`src/rtl/vedic_product_accumulator.sv`:
```
// Group-sum accumulator behind the pipelined 8x8 Vedic multiplier, with a 2-entry result buffer.
// Define ACC_SATURATE_EN to clamp an overflowing group at 2^ACC_W-1 instead of wrapping.
module vedic_product_accumulator #(
    parameter int unsigned PROD_W    = 16,
    parameter int unsigned ACC_W     = 24,
    parameter int unsigned ACC_COUNT = 8,
    localparam int unsigned CNT_W    = $clog2(ACC_COUNT + 1)
) (
    input  logic              CLK,
    input  logic              RST,
    input  logic              IN_VALID,
    input  logic [PROD_W-1:0] IN_PROD,
    output logic              IN_READY,
    input  logic              FLUSH,
    output logic              OUT_VALID,
    output logic [ACC_W-1:0]  OUT_SUM,
    output logic [CNT_W-1:0]  OUT_CNT,
    output logic              OUT_OVF,
    input  logic              OUT_READY
);

    localparam logic [CNT_W-1:0] LastCnt = CNT_W'(ACC_COUNT - 1);
`ifdef ACC_SATURATE_EN
    localparam logic [ACC_W-1:0] AccMax = '1;
`endif

    // Running group state
    logic [ACC_W-1:0] acc_q, acc_d;
    logic [CNT_W-1:0] cnt_q, cnt_d;
    logic             ovf_q, ovf_d;
    logic             pend_q, pend_d;
    logic             in_ready_q, in_ready_d;

    // Result buffer; entry 0 is always the head
    logic [ACC_W-1:0] obuf_sum_q [2];
    logic [ACC_W-1:0] obuf_sum_d [2];
    logic [CNT_W-1:0] obuf_cnt_q [2];
    logic [CNT_W-1:0] obuf_cnt_d [2];
    logic             obuf_ovf_q [2];
    logic             obuf_ovf_d [2];
    logic [1:0]       occ_q, occ_d;

    logic             accept;
    logic             pop;
    logic [ACC_W:0]   sum_ext;
    logic             carry;
    logic [ACC_W-1:0] beat_acc;
    logic [ACC_W-1:0] nxt_acc;
    logic [CNT_W-1:0] nxt_cnt;
    logic             nxt_ovf;
    logic             last_beat;
    logic             flush_req;
    logic             push;

    assign accept = IN_VALID & in_ready_q;
    assign pop    = (occ_q != 2'd0) & OUT_READY;

    assign sum_ext = {1'b0, acc_q} + (ACC_W + 1)'(IN_PROD);
    assign carry   = sum_ext[ACC_W];

`ifdef ACC_SATURATE_EN
    // Once clamped, the group stays pinned at full scale until it closes.
    assign beat_acc = (carry | ovf_q) ? AccMax : sum_ext[ACC_W-1:0];
`else
    assign beat_acc = sum_ext[ACC_W-1:0];
`endif

    assign nxt_acc = accept ? beat_acc : acc_q;
    assign nxt_cnt = cnt_q + CNT_W'(accept);
    assign nxt_ovf = ovf_q | (accept & carry);

    // A pending flush keeps requesting until the buffer has room.
    assign last_beat = accept & (cnt_q == LastCnt);
    assign flush_req = (FLUSH | pend_q) & ((cnt_q != '0) | accept);
    assign push      = (last_beat | flush_req) & (occ_q != 2'd2);

    always_comb begin
        acc_d  = nxt_acc;
        cnt_d  = nxt_cnt;
        ovf_d  = nxt_ovf;
        pend_d = pend_q;
        if (push) begin
            acc_d  = '0;
            cnt_d  = '0;
            ovf_d  = 1'b0;
            pend_d = 1'b0;
        end else if (flush_req) begin
            pend_d = 1'b1;
        end
    end

    always_comb begin
        obuf_sum_d = obuf_sum_q;
        obuf_cnt_d = obuf_cnt_q;
        obuf_ovf_d = obuf_ovf_q;
        occ_d      = occ_q;
        unique case ({push, pop})
            2'b10: begin
                obuf_sum_d[occ_q[0]] = nxt_acc;
                obuf_cnt_d[occ_q[0]] = nxt_cnt;
                obuf_ovf_d[occ_q[0]] = nxt_ovf;
                occ_d                = occ_q + 2'd1;
            end
            2'b01: begin
                obuf_sum_d[0] = obuf_sum_q[1];
                obuf_cnt_d[0] = obuf_cnt_q[1];
                obuf_ovf_d[0] = obuf_ovf_q[1];
                occ_d         = occ_q - 2'd1;
            end
            2'b11: begin
                // Push needs occ != 2 and pop needs occ != 0, so occ is 1 here.
                obuf_sum_d[0] = nxt_acc;
                obuf_cnt_d[0] = nxt_cnt;
                obuf_ovf_d[0] = nxt_ovf;
            end
            default: ;
        endcase
    end

    assign in_ready_d = (occ_d != 2'd2) & ~pend_d;

    always_ff @(posedge CLK) begin
        if (RST) begin
            acc_q      <= '0;
            cnt_q      <= '0;
            ovf_q      <= 1'b0;
            pend_q     <= 1'b0;
            in_ready_q <= 1'b1;
            occ_q      <= 2'd0;
            for (int i = 0; i < 2; i++) begin
                obuf_sum_q[i] <= '0;
                obuf_cnt_q[i] <= '0;
                obuf_ovf_q[i] <= 1'b0;
            end
        end else begin
            acc_q      <= acc_d;
            cnt_q      <= cnt_d;
            ovf_q      <= ovf_d;
            pend_q     <= pend_d;
            in_ready_q <= in_ready_d;
            occ_q      <= occ_d;
            obuf_sum_q <= obuf_sum_d;
            obuf_cnt_q <= obuf_cnt_d;
            obuf_ovf_q <= obuf_ovf_d;
        end
    end

    assign IN_READY  = in_ready_q;
    assign OUT_VALID = (occ_q != 2'd0);
    assign OUT_SUM   = obuf_sum_q[0];
    assign OUT_CNT   = obuf_cnt_q[0];
    assign OUT_OVF   = obuf_ovf_q[0];

endmodule
```
`config.mk`:
```
export PLATFORM = sky130hd
export DESIGN_NAME = vedic_product_accumulator
export DESIGN_NICKNAME = d
export VERILOG_FILES = /design/src/rtl/vedic_product_accumulator.sv
export SDC_FILE = /design/constraint.sdc
export NUM_CORES = 1
export LEC_CHECK = 0
export CORE_MARGIN = 2
export CORE_UTILIZATION = 60
export DETAILED_ROUTE_END_ITERATION = 6
export PLACE_DENSITY = 0.84
export SKIP_CTS_REPAIR_TIMING = 1
export SLEW_MARGIN = 20
export SYNTH_ARGS = -nofsm -noshare
export SYNTH_HDL_FRONTEND = slang
export SYNTH_SLANG_ARGS = --single-unit
```
`constraint.sdc`:
```
create_clock -name CLK -period 6 [get_ports CLK]
set_input_delay 1.2 -clock CLK [delete_from_list [all_inputs] [get_ports CLK]]
set_output_delay 1.2 -clock CLK [all_outputs]
set_load 0.005 [all_outputs]
```
==> results of run 1 <==
## cell families (layout without fill, tap and decap cells)
family / after synthesis / count (layout) / synth area share
and+or+nand+nor: 229 / 229 / 0.206
AOI/OAI and AO/OA: 197 / 197 / 0.271
DFF: 91 / 91 / 0.343
buffers and inverters: 84 / 85 / 0.0845
adders and majority gates: 23 / 23 / 0.0555
xor gates and xnor gates: 17 / 17 / 0.0280
muxes: 7 / 7 / 0.0132
## tightest hold or removal path, stage by stage, from the launching register on
cell and delay [ns]:
dfxtp_1 0.33, nand2_1 0.05, a21oi_1 0.05
## report_power, final
group	internal (mW)	switching, mW	total [mW]
registers	0.763	0.105	0.868
clock network	0.251	0.241	0.492
logic	0.542	0.741	1.28
## final cells by class
cell class / count / share of cell area
Clock buffer: 10 / 0.0235
Clock inverter: 6 / 0.0165
Inverter: 11 / 0.00706
Multi-Input combinational cell: 473 / 0.523
Sequential cell: 91 / 0.312
Tap cell: 108 / 0.0231
Timing Repair Buffer: 58 / 0.0955
## stage by stage
| stage | hold WS, ns | cell area, um^2 | util | worst slack [ns] |
|---|---|---|---|---|
| floorplan | 0.436 | 5320 | - | 2.58 |
| global placement | 0.444 | 5610 | 0.646 | 1.60 |
| detailed placement | 0.455 | 5610 | 0.646 | 1.52 |
| CTS | 0.469 | 5840 | 0.673 | 1.90 |
| global route | 0.500 | 5840 | 0.673 | 1.43 |
| finish | 0.469 | 5840 | 0.673 | 1.90 |
## state kept, by name, summed over array words and instances (netlist names)
name,flops
IN_READY,1
OUT_CNT,4
OUT_OVF,1
OUT_SUM,24
acc_q,24
cnt_q,4
obuf_cnt_q,4
obuf_ovf_q,1
obuf_sum_q,24
occ_q,2
ovf_q,1
pend_q,1
## cell usage after synthesis, drive strengths merged (8+ instances only)
master | instances | share of area
nor2 | 105 | 0.074
o21ai | 21 | 0.021
or3 | 8 | 0.010
dfxtp | 91 | 0.34
clkbuf | 31 | 0.022
nand2 | 38 | 0.027
buf | 42 | 0.055
a211oi | 35 | 0.053
xor2 | 9 | 0.015
a31oi | 10 | 0.012
nand3 | 11 | 0.010
inv | 11 | 0.0078
ha | 22 | 0.052
nor3 | 17 | 0.016
xnor2 | 8 | 0.013
a21o | 13 | 0.018
and2 | 12 | 0.014
nand4 | 9 | 0.012
a21oi | 46 | 0.043
a221oi | 8 | 0.014
## final timing paths
check / start / end / slack [ns] / cells after the start
max: IN_VALID / OUT_SUM[14]$_SDFFE_PP0P_ / 1.90 / 11
min: obuf_sum_q[2]$_SDFFE_PP0P_ / obuf_sum_q[2]$_SDFFE_PP0P_ / 0.47 / 2
max reg2reg: IN_READY$_SDFF_PP1_ / OUT_SUM[14]$_SDFFE_PP0P_ / 2.89 / 10
min reg2reg: obuf_sum_q[2]$_SDFFE_PP0P_ / obuf_sum_q[2]$_SDFFE_PP0P_ / 0.47 / 2
## metal layers
metal | wire length, um | global-route usage | vias to the layer above
met5 | 0 | 0 | -
met4 | 352 | 0.0917 | 0
met3 | 1210 | 0.0530 | 50
met2 | 6400 | 0.458 | 265
met1 | 5880 | 0.384 | 2362
li1 | - | - | 2342
==> key figures, run 1 <==
Run status
  – Status: complete, no violations

Layout
  – N_diodes: 0
  – Fillers: 732
  – Storage element area: 1820 um^2
  – Fraction of layout cells with a size suffix above 1: 0.0678
  – P&R area growth vs syn: 9.91%
  – Highest-count cells in the layout ignoring fill and taps: nor2_1 (105), dfxtp_1 (91), clkdlybuf4s50_1 (50), a21oi_1 (45), nand2_1 (38)
  – Area of the multi-input gates: 3050 um^2
  – # nets final: 688
  – Most common cell after layout, fill and taps aside: nor2_1
  – Finished Layout Cells: 757

Setup path
  – Crit-path max FO: 26
  – Critical path's slowest cell: a21o_1
  – Worst-path cell chain: clkdlybuf4s50_1 > a2111oi_0 > nor2_1 > a21oi_1 > nor2_1 > inv_1 > ha_1 > a21o_1 > a221oi_1 > and2_1 > a2111oi_0
  – CP bufs+invs: 2
  – Startpoint types: primary input
  – Worst Setup End Kind: flop
  – Worst path max stage delay: 0.68 ns
  – Crit path kind: primary input to flop
  – WP data arrival: 4.36 ns
  – Req. time, crit path: 6.26 ns
  – Top delay family on crit path: compound AO/OA/AOI/OAI gates

Yosys
  – Ys Warns: 0
  – Synth async-reset ratio: 0
  – Syn nets: 692
  – Synthesized flop and latch total: 91
  – Syn Std Cell Area: 5320 um^2
  – Syn Area/Cell: 8.21 um^2
  – Cells after Synth: 648
  – Register area share after synthesis: 0.343
  – Yosys cell types: 75
  – Main flop type after synthesis: dfxtp_1
  – Number of flops mapped to enable cells by yosys: 0

Routing
  – Drt wl/cell: 18.3 um
  – Total number of vias: 5019
  – DR pass1 iterations: 7
  – Iter 0 DRT Violations: 467
  – Via density per instance: 6.63
  – Final wirelength: 13.8 mm
  – Detail Route Antenna Nets: 0
  – DRC Markers: 0

CTS
  – TritonCTS clock tree: done
  – # clock sinks: 91
  – CTS H-tree depth: 3
  – Root Driver: clkbuf_8
  – CTS max path bufs: 2
  – Clock latency on the worst-skew pair: 0.37 ns
  – Number of buffers created by CTS: 9
  – Clk slew on worst S/H paths: 0.10 ns

STA
  – Worst-margin pin slew: 0.873 ns
  – RSZ-0062 raised after global routing: no
  – Max-slew violation count: 0
  – Worst slew margin: 0.418
  – Max Freq: 244 MHz
  – Final period util: 0.683
  – Clock skew: 0.0110 ns
  – Fin Setup TNS: 0 ns
  – Final Critical Period: 4.10 ns
  – Final setup vio count: 0
  – Fin. Hold Viols: 0

GRT
  – Total global routing overflow: 0
  – Maximum number of pins on one net before global-route repair: 48
  – First-pass GRT wire length: 22.3 mm
  – Gr usage total: 0.283
  – Initial antenna violation count: 0
  – Vias in the first global route: 4630

Floorplanning
  – Core ar.: 8680 um^2
  – Site Rows: 34
  – Die extent in y: 98.1 um
  – Width of the chip: 98.1 um
  – Area of the die: 9630 um^2
  – Starting Density: 0.613
  – IO Pins: 52

Pwr
  – Tot Pwr: 2.64 mW
  – Total leakage power: 2.21 nW
  – PD cells: 452 nW/um^2
  – Worst VDD drop: 0.166 mV

Place
  – Placed Cells: 741
  – HPWL Detailed: 9.66 mm
  – Gp weighted congestion: 0.967
  – Port Buffers: 51

Run
  – Max Cap Viol: 0

Hold path
  – Worst hold path class: flop to flop
Power figures use the tool's default switching activity.
==> inputs of run 2 (changes only) <==
--- a/config.mk
+++ b/config.mk
@@ -6,9 +6,9 @@
 export NUM_CORES = 1
 export LEC_CHECK = 0
 export CORE_MARGIN = 2
-export CORE_UTILIZATION = 60
+export CORE_UTILIZATION = 52
 export DETAILED_ROUTE_END_ITERATION = 6
-export PLACE_DENSITY = 0.84
+export PLACE_DENSITY = 0.78
 export SKIP_CTS_REPAIR_TIMING = 1
 export SLEW_MARGIN = 20
 export SYNTH_ARGS = -nofsm -noshare
==> constraint.sdc (replaced) <==
create_clock -name CLK -period 3.3 [get_ports CLK]
set_input_delay 0.66 -clock CLK [delete_from_list [all_inputs] [get_ports CLK]]
set_output_delay 0.66 -clock CLK [all_outputs]
set_load 0.005 [all_outputs]
==> run 2 against run 1 <==
Core utilization down 4.5 points. Clock skew up 0.0038 ns. Hold slack lost 0.0028 ns. Total power increased by 88%. First-iteration DRC count is 12% lower. Register-to-register slack worse by 2.2 ns. Setup slack worse by 1.6 ns. Sequential share of layout area decreased by 1.8 points. Flip-flop and latch count stayed put. Global-route usage decreased by 1.8 points. Final cell count increased by 8.9%. Combinational power up 110%. Critical path type unchanged. Highest routed layer unchanged.
==> key figures, run 2 (synthesis gave the netlist of run 1 again) <==
GRT
  – Total global routing overflow: 0 (unchanged)
  – Maximum number of pins on one net before global-route repair: 48 (unchanged)
  – Vias in the first global route: 4828 (+4.3%)
  – Initial antenna violation count: 0 (unchanged)
  – First-pass GRT wire length: 23.7 mm (+6.3%)
  – Gr usage total: 0.265 (-0.0179)

Layout
  – Fraction of layout cells with a size suffix above 1: 0.124 (+0.0567)
  – N_diodes: 0 (unchanged)
  – P&R area growth vs syn: 16.6%
  – Most common cell after layout, fill and taps aside: nor2_1
  – Fillers: 857 (+17%)
  – Highest-count cells in the layout ignoring fill and taps: nor2_1 (105), dfxtp_1 (91), clkdlybuf4s50_1 (50), a21oi_1 (45), buf_4 (45)
  – # nets final: 730 (+6.1%)

CTS
  – Clk slew on worst S/H paths: 0.09 ns (about the same)
  – Clock latency on the worst-skew pair: 0.38 ns (about the same)
  – # clock sinks: 91 (unchanged)
  – CTS H-tree depth: 3 (unchanged)
  – Root Driver: clkbuf_8
  – CTS max path bufs: 2 (unchanged)
  – Number of buffers created by CTS: 9 (unchanged)
  – TritonCTS clock tree: done

Pwr
  – Internal power: 2.92 mW (+88%)
  – Clock Power Share: 0.152 (-0.034)
  – Combinational Power Share: 0.529 (+0.044)
  – Worst VDD drop: 0.313 mV (+89%)
  – Total leakage power: 2.40 nW (+8.7%)
  – Flop pwr share: 0.319 (-0.009)
  – Switch Pwr: 2.06 mW (+89%)
  – Sw Share: 0.413 (+0.00201)
  – Tot Pwr: 4.98 mW (+88%)
  – PD cells: 803 nW/um^2 (+78%)

Setup path
  – Crit-path max FO: 11 (-58%)
  – Req. time, crit path: 3.58 ns (-2.68 ns)
  – Worst Setup End Kind: flop
  – Crit path kind: primary input to flop
  – Startpoint types: primary input
  – WP data arrival: 3.32 ns (-1.04 ns)

Routing
  – DRC Markers: 0 (unchanged)
  – Drt wl/cell: 17.5 um (-4.3%)
  – Detail Route Antenna Nets: 0 (unchanged)
  – Via density per instance: 6.14 (-7.4%)
  – Total number of vias: 5058 (+0.78%)
  – Iter 0 DRT Violations: 411 (-12%)
  – Final wirelength: 14.4 mm (+4.2%)
  – DR pass1 iterations: 5 (-2)

Floorplanning
  – Starting Density: 0.539 (-0.0737)
  – Area of the die: 11100 um^2 (+15%)
  – Site Rows: 36 (+5.9%)
  – Width of the chip: 105 um (+7.1%)
  – IO Pins: 52 (unchanged)
  – Die extent in y: 105 um (+7.1%)
  – Core ar.: 9860 um^2 (+14%)

Place
  – Port Buffers: 51 (unchanged)
  – HPWL Detailed: 10.7 mm (+11%)
  – DP Worst Slack: -0.107 ns (-1.63 ns)
  – Gp weighted congestion: 0.940 (-2.7%)

STA
  – Final period util: 0.921
  – Clock skew: 0.0148 ns (+0.00380 ns)
  – Max Freq: 329 MHz
  – Setup ws final: 0.260 ns (-1.64 ns)
  – Max-slew violation count: 0 (unchanged)
  – Fin. Hold Viols: 0 (unchanged)
  – Min Hold Slack: 0.466 ns (-0.00277 ns)
  – Worst slew margin: 0.561 (+0.143)
  – Final setup vio count: 0 (unchanged)
  – Final Critical Period: 3.04 ns
  – Worst-margin pin slew: 0.651 ns (-0.222 ns)

Hold path
  – Worst hold path class: flop to flop

Run status
  – Status: complete, no violations

Run
  – Max Cap Viol: 0 (unchanged)
[run 2: cell types whose count changed in the layout (fill, tap and decap cells not counted), sizes merged]
| cell | delta |
|---|---|
| buf | +42 |
| inv | +2 |
| clkinv | -1 |
| bufinv | -2 |
| clkinvlp | +1 |
[run 2: cell type report]
type	count	area (um^2)	share of cell area
inverters	11	41.3	0.00666
multi-input cells	473	3060	0.493
repair buffers	100	923	0.149
flip-flops and latches	91	1820	0.294
well taps	133	166	0.0268
clock buffers	10	138	0.0222
clock inverters	6	52.6	0.00848
[run 2: metal layers]
layer	global-route usage	share of wire
met3	0.0599	0.070
met1	0.357	0.45
met4	0.0876	0.019
met5	0	0
met2	0.419	0.46
[run 2: through the flow]
step	area, um^2	cells	util	TNS [ns]
4_1_cts	6200	824	0.628	0
3_3_place_gp	6010	808	0.609	0
3_5_place_dp	6010	808	0.609	-0.544
2_1_floorplan	5320	648	-	0
5_1_grt	6200	824	0.628	-0.0761
6_report	6200	824	0.628	0
[run 2: worst max-delay path: stages]
cell,delay (ns)
clkdlybuf4s50_1,0.48
buf_4,0.12
nand4_1,0.08
o21ai_0,0.18
a21oi_1,0.12
nor2_1,0.22
inv_1,0.11
ha_1,0.23
buf_4,0.15
a21oi_2,0.25
buf_4,0.25
nor2_1,0.07
or3_1,0.34
o41ai_1,0.06
[run 2: worst paths after layout]
path / endpoint / depth (start not counted) / startpoint / slack, ns
max: OUT_SUM[17]$_SDFFE_PP0P_ / 14 / IN_VALID / 0.26
min: obuf_sum_q[2]$_SDFFE_PP0P_ / 2 / obuf_sum_q[2]$_SDFFE_PP0P_ / 0.47
max reg2reg: OUT_SUM[8]$_SDFFE_PP0P_ / 11 / IN_READY$_SDFF_PP1_ / 0.65
min reg2reg: obuf_sum_q[2]$_SDFFE_PP0P_ / 2 / obuf_sum_q[2]$_SDFFE_PP0P_ / 0.47
[run 2: power groups by stage]
stage          Sequential, mW  Combinational, mW  Clock (mW)
2_1_floorplan            1.53               1.77           0
3_3_place_gp             1.60               2.53           0
3_5_place_dp             1.61               2.60           0
4_1_cts                  1.59               2.61       0.767
5_1_grt                  1.62               2.89       0.805
6_report                 1.59               2.63       0.755
==> inputs of run 3 (changes only) <==
--- a/config.mk
+++ b/config.mk
@@ -5,10 +5,11 @@
 export SDC_FILE = /design/constraint.sdc
 export NUM_CORES = 1
 export LEC_CHECK = 0
+export ABC_AREA = 1
 export CORE_MARGIN = 2
-export CORE_UTILIZATION = 52
+export CORE_UTILIZATION = 53
 export DETAILED_ROUTE_END_ITERATION = 6
-export PLACE_DENSITY = 0.78
+export PLACE_DENSITY = 0.79
 export SKIP_CTS_REPAIR_TIMING = 1
 export SLEW_MARGIN = 20
 export SYNTH_ARGS = -nofsm -noshare
==> run 3 against run 2 <==
Sequential share of layout area is 0.11 points lower. Cell area is 0.36% higher. Register-to-register slack better by 0.45 ns. Sequential power hardly changed. Routed wire length is 5.6% lower. Critical path type unchanged. Clock skew is 0.0033 ns lower. Combinational power is 6% lower. Highest routed layer unchanged.
==> key figures, run 3 <==
Yosys
  – Syn Std Cell Area: 5560 um^2 (+4.6%)
  – Syn Area/Cell: 6.54 um^2 (-20%)
  – Yosys cell types: 41 (-45%)
  – Most common library cells after synthesis: nand2_1 (186), nor2_1 (114), inv_1 (102)
  – Synthesized flop and latch total: 91 (unchanged)
  – Cells after Synth: 851 (+31%)
  – Most frequent cell after synthesis: nand2_1
  – Top post-synthesis cells by area: dfxtp_1 (33%), nand2_1 (13%), nor2_1 (7.7%)
  – Ys Warns: 0 (unchanged)
  – Syn nets: 895 (+29%)
  – Area share of the largest cell type after synthesis: 0.327 (-0.0152)
  – Number of flops mapped to enable cells by yosys: 0 (unchanged)
  – Register area share after synthesis: 0.327 (-0.0152)
  – Main flop type after synthesis: dfxtp_1
  – Synth async-reset ratio: 0 (unchanged)
  – Largest area contributor in the netlist: dfxtp_1

Pwr
  – Total leakage power: 3.00 nW (+25%)
  – Worst VDD drop: 0.678 mV (+120%)
  – PD cells: 789 nW/um^2 (-1.8%)
  – Tot Pwr: 4.91 mW (-1.5%)

Run status
  – Status: complete, no violations

Floorplanning
  – Area of the die: 11300 um^2 (+2.6%)
  – Die extent in y: 106 um (+1.3%)
  – Site Rows: 37 (+2.8%)
  – Core ar.: 10300 um^2 (+4.2%)
  – Starting Density: 0.541 (+0.00233)
  – IO Pins: 52 (unchanged)
  – Width of the chip: 106 um (+1.3%)

Setup path
  – R2r endpoint: OUT_CNT[0]$_SDFFE_PP0P_
  – Startpoint types: primary input
  – Crit path top cell by count: nand2_1
  – Crit-path max FO: 4 (-7)
  – FF-to-FF Start: cnt_q[2]$_SDFF_PP0_
  – Worst Setup End Kind: flop
  – Req. time, crit path: 3.59 ns (about the same)
  – CP startpoint: IN_PROD[0]
  – Critical path's slowest cell: clkdlybuf4s50_1
  – Worst reg2reg path depth: 14 (+3)
  – WP data arrival: 2.90 ns (-0.42 ns)
  – R2R setup slack: 1.10 ns (+0.45 ns)
  – Worst path max stage delay: 0.44 ns (-0.04 ns)
  – Crit path kind: primary input to flop
  – Worst-path cell chain: clkdlybuf4s50_1 > ha_1 > fa_1 > inv_1 > nor2_2 > nor2_1 > xor2_1 > nand2_1 > o21ai_0 > nor2_1 > nand2_1 > o211ai_1 > nand2_1 > inv_1
  – Crit path to: OUT_SUM[4]$_SDFFE_PP0P_

Routing
  – DR pass1 iterations: 5 (unchanged)
  – Via density per instance: 5.30 (-14%)
  – Total number of vias: 5340 (+5.6%)
  – Iter 0 DRT Violations: 319 (-22%)
  – Final wirelength: 13.6 mm (-5.6%)
  – Detail Route Antenna Nets: 0 (unchanged)
  – Drt wl/cell: 13.5 um (-23%)
  – DRC Markers: 0 (unchanged)

Run
  – Max Cap Viol: 0 (unchanged)

Layout
  – Highest-count cells in the layout ignoring fill and taps: nand2_1 (186), nor2_1 (114), inv_1 (102), dfxtp_1 (91), nand3_1 (70)
  – Fraction of layout cells with a size suffix above 1: 0.0850 (-0.0395)
  – Final instance area: 6220 um^2 (+0.36%)
  – Share of the core filled with cells: 0.605 (-0.0231)
  – # nets final: 910 (+25%)
  – P&R area growth vs syn: 11.8%
  – Most common cell after layout, fill and taps aside: nand2_1
  – N_diodes: 0 (unchanged)

CTS
  – Clk slew on worst S/H paths: 0.10 ns (about the same)
  – # clock sinks: 91 (unchanged)
  – Root Driver: clkbuf_8
  – Number of buffers created by CTS: 9 (unchanged)
  – Clock latency on the worst-skew pair: 0.38 ns (about the same)
  – TritonCTS clock tree: done
  – CTS H-tree depth: 3 (unchanged)
  – CTS max path bufs: 2 (unchanged)

STA
  – Fin. Hold Viols: 0 (unchanged)
  – Final Critical Period: 2.61 ns (-0.430 ns)
  – Fin Setup TNS: 0 ns (unchanged)
  – Worst slew margin: 0.522 (-0.0398)
  – Final setup vio count: 0 (unchanged)
  – Max-slew violation count: 0 (unchanged)
  – Worst-margin pin slew: 0.717 ns (+0.0658 ns)
  – Max Freq: 383 MHz (+16%)
  – RSZ-0062 raised after global routing: no
  – Clock skew: 0.0114 ns (-0.00331 ns)
  – Final period util: 0.791 (-0.130)

Hold path
  – Worst hold path class: flop to flop

Place
  – Port Buffers: 51 (unchanged)
  – Placed cell area: 6000 um^2 (-0.17%)
  – HPWL Detailed: 9.70 mm (-9.5%)
  – Gp weighted congestion: 0.973 (+3.5%)

GRT
  – Total global routing overflow: 0 (unchanged)
  – Vias in the first global route: 4986 (+3.3%)
  – Maximum number of pins on one net before global-route repair: 38 (-21%)
  – Gr usage total: 0.250 (-0.0149)
  – First-pass GRT wire length: 22.8 mm (-4.0%)
  – Initial antenna violation count: 0 (unchanged)
run 3: cell types whose count changed in the layout (fill, tap and decap cells not counted), moves of 25 or more:
cell	before	now
a211oi_1	33	0
buf_4	45	15
inv_1	10	102
nand2_1	38	186
nand3_1	11	70
o21ai_0	19	44
run 3: metal layers:
metal	part of all wire	global-route usage
met2	0.47	0.421
met4	0.021	0.0983
met5	0	0
met3	0.070	0.0607
met1	0.44	0.308
run 3: cell families (layout without fill, tap and decap cells):
family | count (synthesis) | after routing | synth area share
buffers and inverters | 173 | 193 | 0.143
AO/OA/AOI/OAI | 133 | 133 | 0.135
flip-flops | 91 | 91 | 0.327
XOR/XNOR | 10 | 10 | 0.0157
adder cells (fa/ha/maj) | 23 | 23 | 0.0531
AND/OR/NAND/NOR | 421 | 421 | 0.326
run 3: worst min-delay path by stage:
| stage | start | end | slack [ns] | depth (start not counted) |
|---|---|---|---|---|
| after floorplan | obuf_sum_q[2]$_SDFFE_PP0P_ | obuf_sum_q[2]$_SDFFE_PP0P_ | 0.47 | 2 |
| after global placement | obuf_sum_q[2]$_SDFFE_PP0P_ | obuf_sum_q[2]$_SDFFE_PP0P_ | 0.48 | 2 |
| after detailed placement | obuf_sum_q[19]$_SDFFE_PP0P_ | obuf_sum_q[19]$_SDFFE_PP0P_ | 0.49 | 2 |
| after CTS | acc_q[18]$_SDFF_PP0_ | acc_q[18]$_SDFF_PP0_ | 0.51 | 2 |
| after global routing | acc_q[18]$_SDFF_PP0_ | acc_q[18]$_SDFF_PP0_ | 0.54 | 2 |
| final | acc_q[18]$_SDFF_PP0_ | acc_q[18]$_SDFF_PP0_ | 0.51 | 2 |
run 3: cell type report:
| type | instances | area (um^2) |
|---|---|---|
| Fill cell | 1022 | 4060 |
| Multi-Input combinational cell | 587 | 2950 |
| Sequential cell | 91 | 1820 |
| Timing Repair Buffer | 67 | 643 |
| Inverter | 110 | 413 |
| Tap cell | 136 | 170 |
| Clock buffer | 10 | 128 |
| Clock inverter | 6 | 96.3 |
run 3: per-stage QoR:
step           std cells  setup slack [ns]  hold WS (ns)
6_report            1007             0.690         0.510
5_1_grt             1007             0.529         0.536
4_1_cts             1007             0.690         0.508
3_5_place_dp         991             0.279         0.486
3_3_place_gp         991             0.336         0.485
2_1_floorplan        851             0.949         0.468
run 3: report_power, final:
group	total, mW	internal (mW)	leakage [nW]	switching, mW
logic	2.48	1.02	2.14	1.46
clock network	0.860	0.436	0.109	0.424
registers	1.56	1.40	0.744	0.163
total	4.91	2.86	3.00	2.05
run 3: critical path, delay by kind of cell:
family	cells	cell delay, ns
XOR/XNOR	1	0.16
buffers and inverters	3	0.60
adder cells (fa/ha/maj)	2	0.70
AO/OA/AOI/OAI	2	0.28
AND/OR/NAND/NOR	6	0.50
